[config.mk]
export PLATFORM = sky130hd
export DESIGN_NAME = ps2_host_tx
export DESIGN_NICKNAME = d
export VERILOG_FILES = /design/src/rtl/ps2_host_tx.sv
export SDC_FILE = /design/constraint.sdc
export NUM_CORES = 1
export LEC_CHECK = 0
export CAP_MARGIN = 5
export CELL_PAD_IN_SITES_DETAIL_PLACEMENT = 0
export CELL_PAD_IN_SITES_GLOBAL_PLACEMENT = 1
export CORE_UTILIZATION = 47
export DETAILED_ROUTE_END_ITERATION = 10
export PLACE_DENSITY_LB_ADDON = 0.1
export SYNTH_ARGS = -nofsm -noshare
export SYNTH_HDL_FRONTEND = slang
export SYNTH_SLANG_ARGS = --single-unit
export TNS_END_PERCENT = 50
[constraint.sdc]
create_clock -name i_clk -period 2.84 [get_ports i_clk]
set_input_delay 0.284 -clock i_clk [delete_from_list [all_inputs] [get_ports i_clk]]
set_output_delay 0.284 -clock i_clk [all_outputs]
set_load 0.005 [all_outputs]
[src/rtl/ps2_host_tx.sv]
// Host-to-device PS/2 command transmitter: request-to-send, 11 device-clocked bits, ACK check.
// Optional build macro PS2_TX_RETRY_EN: one silent retry before a failure is reported.
module ps2_host_tx #(
    parameter int INHIBIT_CYCLES = 5000,
    parameter int SETUP_CYCLES   = 250,
    parameter int TIMEOUT_CYCLES = 750000
) (
    input  logic       i_clk,
    input  logic       i_rst_n,
    input  logic [7:0] i_tx_data,
    input  logic       i_tx_start,
    input  logic       i_ps2_clk,
    input  logic       i_ps2_data,
    output logic       o_ps2_clk_oe,
    output logic       o_ps2_data_oe,
    output logic       o_tx_busy,
    output logic       o_tx_done,
    output logic       o_tx_err,
    output logic [1:0] o_err_code,
    output logic [2:0] o_dbg_state
);

    localparam int CNT_MAX = (INHIBIT_CYCLES > SETUP_CYCLES) ? INHIBIT_CYCLES : SETUP_CYCLES;
    localparam int CNT_W   = $clog2(CNT_MAX + 1);
    localparam int WD_W    = $clog2(TIMEOUT_CYCLES + 1);
    localparam logic [CNT_W-1:0] INH_LAST = CNT_W'(INHIBIT_CYCLES - 1);
    localparam logic [CNT_W-1:0] SET_LAST = CNT_W'(SETUP_CYCLES - 1);
    localparam logic [WD_W-1:0]  WD_LAST  = WD_W'(TIMEOUT_CYCLES - 1);

    typedef enum logic [2:0] {
        S_IDLE      = 3'd0,
        S_INHIBIT   = 3'd1,
        S_REQUEST   = 3'd2,
        S_SEND      = 3'd3,
        S_WAIT_IDLE = 3'd4
    } state_t;

    state_t           r_state, w_state;
    logic [CNT_W-1:0] r_cnt, w_cnt;
    logic [WD_W-1:0]  r_wdog, w_wdog;
    logic [3:0]       r_idx, w_idx;
    logic [9:0]       r_frame, w_frame;
    logic             r_clk_oe, w_clk_oe;
    logic             r_data_oe, w_data_oe;
    logic             r_busy, w_busy;
    logic             r_done, w_done;
    logic             r_err, w_err;
    logic [1:0]       r_err_code, w_err_code;
    logic             w_fail;
    logic [1:0]       w_fail_code;
    logic             r_clk_s1, r_clk_s2, r_clk_prev;
    logic             r_dat_s1, r_dat_s2;
    logic             w_fe;
`ifdef PS2_TX_RETRY_EN
    logic             r_retried, w_retried;
`endif

    // Synchronizers reset to 1 (idle bus) so release of reset never fakes a falling edge.
    always_ff @(posedge i_clk or negedge i_rst_n) begin
        if (!i_rst_n) begin
            r_clk_s1   <= 1'b1;
            r_clk_s2   <= 1'b1;
            r_clk_prev <= 1'b1;
            r_dat_s1   <= 1'b1;
            r_dat_s2   <= 1'b1;
        end else begin
            r_clk_s1   <= i_ps2_clk;
            r_clk_s2   <= r_clk_s1;
            r_clk_prev <= r_clk_s2;
            r_dat_s1   <= i_ps2_data;
            r_dat_s2   <= r_dat_s1;
        end
    end

    assign w_fe = r_clk_prev & ~r_clk_s2;

    always_ff @(posedge i_clk or negedge i_rst_n) begin
        if (!i_rst_n) begin
            r_state    <= S_IDLE;
            r_cnt      <= '0;
            r_wdog     <= '0;
            r_idx      <= '0;
            r_frame    <= '0;
            r_clk_oe   <= 1'b0;
            r_data_oe  <= 1'b0;
            r_busy     <= 1'b0;
            r_done     <= 1'b0;
            r_err      <= 1'b0;
            r_err_code <= 2'b00;
`ifdef PS2_TX_RETRY_EN
            r_retried  <= 1'b0;
`endif
        end else begin
            r_state    <= w_state;
            r_cnt      <= w_cnt;
            r_wdog     <= w_wdog;
            r_idx      <= w_idx;
            r_frame    <= w_frame;
            r_clk_oe   <= w_clk_oe;
            r_data_oe  <= w_data_oe;
            r_busy     <= w_busy;
            r_done     <= w_done;
            r_err      <= w_err;
            r_err_code <= w_err_code;
`ifdef PS2_TX_RETRY_EN
            r_retried  <= w_retried;
`endif
        end
    end

    always_comb begin
        w_state     = r_state;
        w_cnt       = r_cnt;
        w_wdog      = r_wdog;
        w_idx       = r_idx;
        w_frame     = r_frame;
        w_clk_oe    = r_clk_oe;
        w_data_oe   = r_data_oe;
        w_busy      = r_busy;
        w_done      = 1'b0;
        w_err       = 1'b0;
        w_err_code  = r_err_code;
        w_fail      = 1'b0;
        w_fail_code = 2'b00;
`ifdef PS2_TX_RETRY_EN
        w_retried   = r_retried;
`endif
        case (r_state)
            S_IDLE: begin
                w_clk_oe  = 1'b0;
                w_data_oe = 1'b0;
                w_busy    = 1'b0;
                // A start coinciding with the previous frame's DONE/ERR pulse is dropped.
                if (i_tx_start && !r_done && !r_err) begin
                    w_state    = S_INHIBIT;
                    w_frame    = {1'b1, ~^i_tx_data, i_tx_data};
                    w_cnt      = '0;
                    w_clk_oe   = 1'b1;
                    w_busy     = 1'b1;
                    w_err_code = 2'b00;
`ifdef PS2_TX_RETRY_EN
                    w_retried  = 1'b0;
`endif
                end
            end
            S_INHIBIT: begin
                if (r_cnt == INH_LAST) begin
                    w_state   = S_REQUEST;
                    w_cnt     = '0;
                    w_data_oe = 1'b1;
                end else begin
                    w_cnt = r_cnt + 1'b1;
                end
            end
            S_REQUEST: begin
                if (r_cnt == SET_LAST) begin
                    w_state  = S_SEND;
                    w_clk_oe = 1'b0;
                    w_idx    = '0;
                    w_wdog   = '0;
                end else begin
                    w_cnt = r_cnt + 1'b1;
                end
            end
            S_SEND: begin
                if (w_fe) begin
                    w_wdog = '0;
                    w_idx  = r_idx + 1'b1;
                    if (r_idx == 4'd10) begin
                        if (!r_dat_s2) begin
                            w_state = S_WAIT_IDLE;
                        end else begin
                            w_fail      = 1'b1;
                            w_fail_code = 2'b10;
                        end
                    end else begin
                        // Frame bit 9 is the stop bit (1), so the line is released there.
                        w_data_oe = ~r_frame[r_idx];
                    end
                end else if (r_wdog == WD_LAST) begin
                    w_fail      = 1'b1;
                    w_fail_code = 2'b01;
                end else begin
                    w_wdog = r_wdog + 1'b1;
                end
            end
            S_WAIT_IDLE: begin
                if (r_clk_s2 && r_dat_s2) begin
                    w_state = S_IDLE;
                    w_done  = 1'b1;
                    w_busy  = 1'b0;
                end else if (w_fe) begin
                    w_wdog = '0;
                end else if (r_wdog == WD_LAST) begin
                    w_fail      = 1'b1;
                    w_fail_code = 2'b01;
                end else begin
                    w_wdog = r_wdog + 1'b1;
                end
            end
            default: w_state = S_IDLE;
        endcase

        if (w_fail) begin
`ifdef PS2_TX_RETRY_EN
            if (!r_retried) begin
                w_retried = 1'b1;
                w_state   = S_INHIBIT;
                w_cnt     = '0;
                w_clk_oe  = 1'b1;
                w_data_oe = 1'b0;
            end else begin
                w_state    = S_IDLE;
                w_clk_oe   = 1'b0;
                w_data_oe  = 1'b0;
                w_busy     = 1'b0;
                w_err      = 1'b1;
                w_err_code = w_fail_code;
            end
`else
            w_state    = S_IDLE;
            w_clk_oe   = 1'b0;
            w_data_oe  = 1'b0;
            w_busy     = 1'b0;
            w_err      = 1'b1;
            w_err_code = w_fail_code;
`endif
        end
    end

    assign o_ps2_clk_oe  = r_clk_oe;
    assign o_ps2_data_oe = r_data_oe;
    assign o_tx_busy     = r_busy;
    assign o_tx_done     = r_done;
    assign o_tx_err      = r_err;
    assign o_err_code    = r_err_code;
    assign o_dbg_state   = r_state;

endmodule

# Word level (Yosys, flattened, before mapping)
# Index checks and enable logic that the tools add are counted.
[word_totals]
register_bits = 62
output_inout_bits = 10
[op_classes]
add_sub_neg = 3
order_cmp = 1
n_eq_ne = 21
n_mux = 55
bitwise = 3
reduce_logical = 24
[ops]
columns = ["cell", "n"]
rows = [
  ["$mux 20", 4],
  ["$pmux 20 s3", 1],
  ["$mux 13", 3],
  ["$pmux 13 s3", 1],
  ["$mux 3", 8],
  ["$ne 3x3->1 const B", 8],
  ["$add 20x1->20 const B", 1],
  ["$eq 20x20->1 const B", 1],
  ["$mux 1", 20],
  ["$mux 2", 8],
  ["$pmux 3 s5", 1],
  ["$add 13x1->13 const B", 1],
  ["$eq 13x13->1 const B", 1],
  ["$eq 13x8->1 const B", 1],
  ["$reduce_bool 3->1", 4],
  ["$ne 2x2->1 const B", 5],
  ["$reduce_and 3->1", 3],
  ["$mux 4", 2],
  ["$pmux 4 s2", 1],
  ["$reduce_and 2->1", 4],
  ["$reduce_xnor 8->1", 1],
  ["$reduce_and 7->1", 1],
  ["$eq 3x2->1 const B", 2],
  ["$pmux 1 s2", 3],
  ["other kinds (16)", 22],
]

# Longest topological paths before layout
[logic_depth]
ltp_word = 7
depth_mapped = 8
depth_no_buf = 7

# Worst setup path after synthesis
# OpenSTA, ideal clock, no wires.
[synth_path]
kind = "reg2reg"
startpoint = "register r_done, in the netlist o_tx_done"
endpoint = "register r_frame[5]"
arrival_ps = 1842
required_ps = 2715
slack_ps = 873
path_stages_with_launch = 7
n_path_buf = 3
synth_period_minus_slack_ps = 1967
path_cell_list = "dfrtp_1 -> or3b_1 -> buf_2 -> or4_1 -> buf_2 -> buf_6 -> mux2_4"
[synth_between]
elab_chain_len = 4
[synth_rtl]
columns = ["element", "line", "source"]
rows = [
  ["start, declared", "46", "logic r_done, w_done;"],
  ["start signal, assigned", "102", "r_done <= w_done;"],
  ["$logic_not 1->1", "134", "if (i_tx_start && !r_done && !r_err) begin"],
  ["$logic_and 1x1->1 (2 in series)", "134", ""],
  ["$reduce_and 2->1 (no source line)", "--", ""],
  ["end signal, assigned", "98", "r_frame <= w_frame;"],
  ["end, declared", "42", "logic [9:0] r_frame, w_frame;"],
]
# No other way between the ends.
# A chain may end at the register's enable or synchronous reset.

# Worst setup path after layout
[layout_path]
startpoint = "register r_cnt[1]"
endpoint = "register r_wdog[14]"
[layout_between]
elab_chain_len = 3
[layout_rtl]
columns = ["element", "line", "source"]
rows = [
  ["start, declared", "39", "logic [CNT_W-1:0] r_cnt, w_cnt;"],
  ["start signal, assigned", "95", "r_cnt <= w_cnt;"],
  ["$eq 13x8->1", "156", "if (r_cnt == SET_LAST) begin"],
  ["$ne 2x2->1 (no source line)", "--", ""],
  ["$reduce_and 3->1 (no source line)", "--", ""],
  ["end signal, assigned", "96", "r_wdog <= w_wdog;"],
  ["end, declared", "40", "logic [WD_W-1:0] r_wdog, w_wdog;"],
]
# No other way between the ends.

==> results.md <==
* Outcome: finished, final reports clean
* # diodes at 0
* Worst EP arrival at 2.54 ns
* Post-synthesis cell count at 354
* DRT iter0 DRCs at 158
* Final clock skew at 0.00756 ns
* Residual DRC count at 0
* HPWL Detailed at 5640 µm
* Area of the multi-input gates at 1790 µm²
* CP Launch Type: flip-flop
* Die Width at 88.3 µm
* Setup Fix Bufs, Post-CTS at 0
* Die area at 7800 µm²
* Hold Path Depth at 1
* Vias in the first global route at 2,767
* Most area-hungry cell type in the Yosys netlist: dfrtp_1
* Crit path cell chain: inv_1, ha_1, nor3b_1, and4_2, nor2_1, a211oi_1, nor2_1
* Final Worst Setup Slack at 0.502 ns
* Min-delay worst type: input port to flip-flop
* Max Slew Vio Count at 0
* Peak Freq at 0.428 GHz
* Synth Flop Type: dfrtp_1
* Grt total ovfl at 0
* Yosys reg bits at 62
* Clk pin slew, worst setup/hold paths at 0.07 ns
* P_leak at 1.70 nW
* Filler cell count in the final layout at 667
* Post-Route WL at 8030 µm
* Pwr dens at 852 nW/µm²
* Area share of the largest cell type after synthesis at 0.407
* Core ar. at 7210 µm²
* Setup tns final at 0 ns
* Nets at 400
* Area delta synth->final at 16.6%
* Synth Cell Area at 3500 µm²
* Initial antenna violation count at 0
* Clock H-tree levels at 3
* Ys async rst share at 1.00
* Crit path time final at 2.34 ns
* Via-to-Cell Ratio at 5.84
* R2R depth at 7
* Cell Rows at 31
* Hold Buf Count CTS at 1
* Synth warnings at 0
* Net Count, Synth at 372
* Post-synth top cells: 57 x dfrtp_1, 27 x o21ai_0, 25 x nand2_1, 25 x nor2_1, 20 x a21oi_1
* Slew HR at 0.507
* Final ANT Viol Nets at 0
* Max rail drop VDD at 0.360 mV
* Chip Height at 88.3 µm
* Post-synth EDFFs at 0
* Clock Latency Late Sink at 0.34 ns
* Cell Area, Placed at 3840 µm²
* Global-route wire length before repair at 13,400 µm
* Crit-path most repeated cell: nor2_1
* DR vias at 2,837
* Post-layout util at 0.566
* # clock sinks at 62
* Final worst path period share at 0.823
* Post-cts resize count at 0
* Setup Crit Path Kind: flip-flop to flip-flop
* Critical-path top delay cell: a211oi_1
* Final setup viols at 0
* Max-cap viol count at 0
* WL/cell at 16.5 µm
* Crit-path max FO at 6
* Count leader, synth: dfrtp_1
* Max clock buf depth at 2
* Tot GR Track Use at 0.228
* RSZ-0062 raised after global routing: no
* Critical Path Sink Type: flip-flop
* Sequential fraction of the synthesis area at 0.445
* Synth unique cells at 70
* Root buf cell: clkbuf_8
* Critical path required time at 3.04 ns
* Largest net degree at the start of global routing at 63
* Setup WS pre-CTS at 0.309 ns
* Ports at 23
* FF/Latch Area at 1560 µm²
* DRT Pass-1 Iters at 4
* Final RePlAce weighted congestion at 0.827
* Final instance area at 4090 µm²
* Slew of the pin with the lowest slew margin at 0.735 ns
* Hold Vio Cnt, Final at 0
* # port buffers at 22
* Crit-path max cell delay at 0.66 ns
* CTS Buf Count at 9
* Syn_area_per_cell at 9.90 µm²
* Top area cells in the synthesized netlist: dfrtp_1 41%, o21ai_0 3.9%, dfstp_2 3.8%
* CTS tree: done
* Ratio of cells with drive above 1 in the final layout at 0.147
* Initial Utilization at 0.486
power by group:
part	leakage, nW	switching [W]	total [W]	internal (W)
registers	0.807	0.000205	0.00126	0.00105
clock network	0.120	0.000352	0.000918	0.000566
logic	0.774	0.000684	0.00130	0.000621
total	1.70	0.00124	0.00348	0.00224
state kept, by name (all words and copies together), names as in the netlist, 2 cells and up:
name and flops:
r_wdog 20, r_cnt 13, r_frame 10, r_idx 4, o_dbg_state 3, o_err_code 2
final timing paths:
check / from / to / slack, ns
worst min register to register: r_clk_s1$_DFF_PN1_ / r_clk_s2$_DFF_PN1_ / 0.36
worst max register to register: r_cnt[1]$_DFFE_PN0P_ / r_wdog[14]$_DFFE_PN0P_ / 0.50
worst max-delay path: r_cnt[1]$_DFFE_PN0P_ / r_wdog[14]$_DFFE_PN0P_ / 0.50
worst min-delay path: i_ps2_clk / r_clk_s1$_DFF_PN1_ / 0.34
min in group asynchronous: i_rst_n / r_frame[5]$_DFFE_PN0P_ / 0.46
max in group asynchronous: i_rst_n / r_clk_prev$_DFF_PN1_ / 2.03
per-stage QoR:
stage	hold WS, ns	std cells	total power, W
floorplan	-0.0116	354	0.00217
global placement	0.323	469	0.00256
detailed placement	0.328	469	0.00258
CTS	0.323	486	0.00351
global route	0.324	486	0.00369
finish	0.343	486	0.00348
kinds of logic after synthesis:
logic type,after synthesis,synth area share
AND/OR/NAND/NOR,123,0.201
AO/OA/AOI/OAI,98,0.191
flip-flops,62,0.445
buffers and inverters,33,0.0436
XOR/XNOR,18,0.0450
multiplexers,15,0.0561
adder cells (fa/ha/maj),5,0.0179
worst max-delay path, delay by kind of cell (launching register included):
kind,cells,cell delay (ns)
and+or+nand+nor,4,0.92
adders and majority gates,1,0.14
DFF,1,0.40
AOI/OAI and AO/OA,1,0.66
buffers and inverters,1,0.08
routing by layer:
metal	vias up	part of all wire	global-route usage
met4	0	0.012	0.0616
met5	-	0	0
met2	72	0.48	0.374
met1	1399	0.45	0.298
li1	1355	-	-
met3	11	0.054	0.0606
layout make-up:
class / instances / share of cell area
Inverter: 17 / 0.0156
Timing Repair Buffer: 33 / 0.0766
Clock buffer: 13 / 0.0413
Sequential cell: 62 / 0.381
Multi-Input combinational cell: 259 / 0.439
Clock inverter: 3 / 0.0159
Tap cell: 99 / 0.0303
placed cells by master, fill, tap and decap left out, types with 4 or more instances in the layout:
| master | synthesis | routed |
|---|---|---|
| a21o_1 | 4 | 4 |
| a21oi_1 | 20 | 20 |
| a2bb2oi_1 | 6 | 6 |
| and3_1 | 5 | 5 |
| buf_4 | 1 | 9 |
| clkbuf_8 | 0 | 12 |
| clkdlybuf4s50_1 | 0 | 21 |
| dfrtp_1 | 57 | 57 |
| dfstp_2 | 5 | 5 |
| ha_1 | 5 | 5 |
| inv_1 | 16 | 16 |
| mux2i_1 | 5 | 5 |
| nand2_1 | 25 | 25 |
| nand3_1 | 13 | 13 |
| nand4_1 | 10 | 10 |
| nor2_1 | 25 | 25 |
| nor3_1 | 6 | 6 |
| o21ai_0 | 27 | 27 |
| or3_1 | 4 | 4 |
| or4_1 | 4 | 4 |
| xnor2_1 | 15 | 15 |
(Power assumes the default switching activity.)
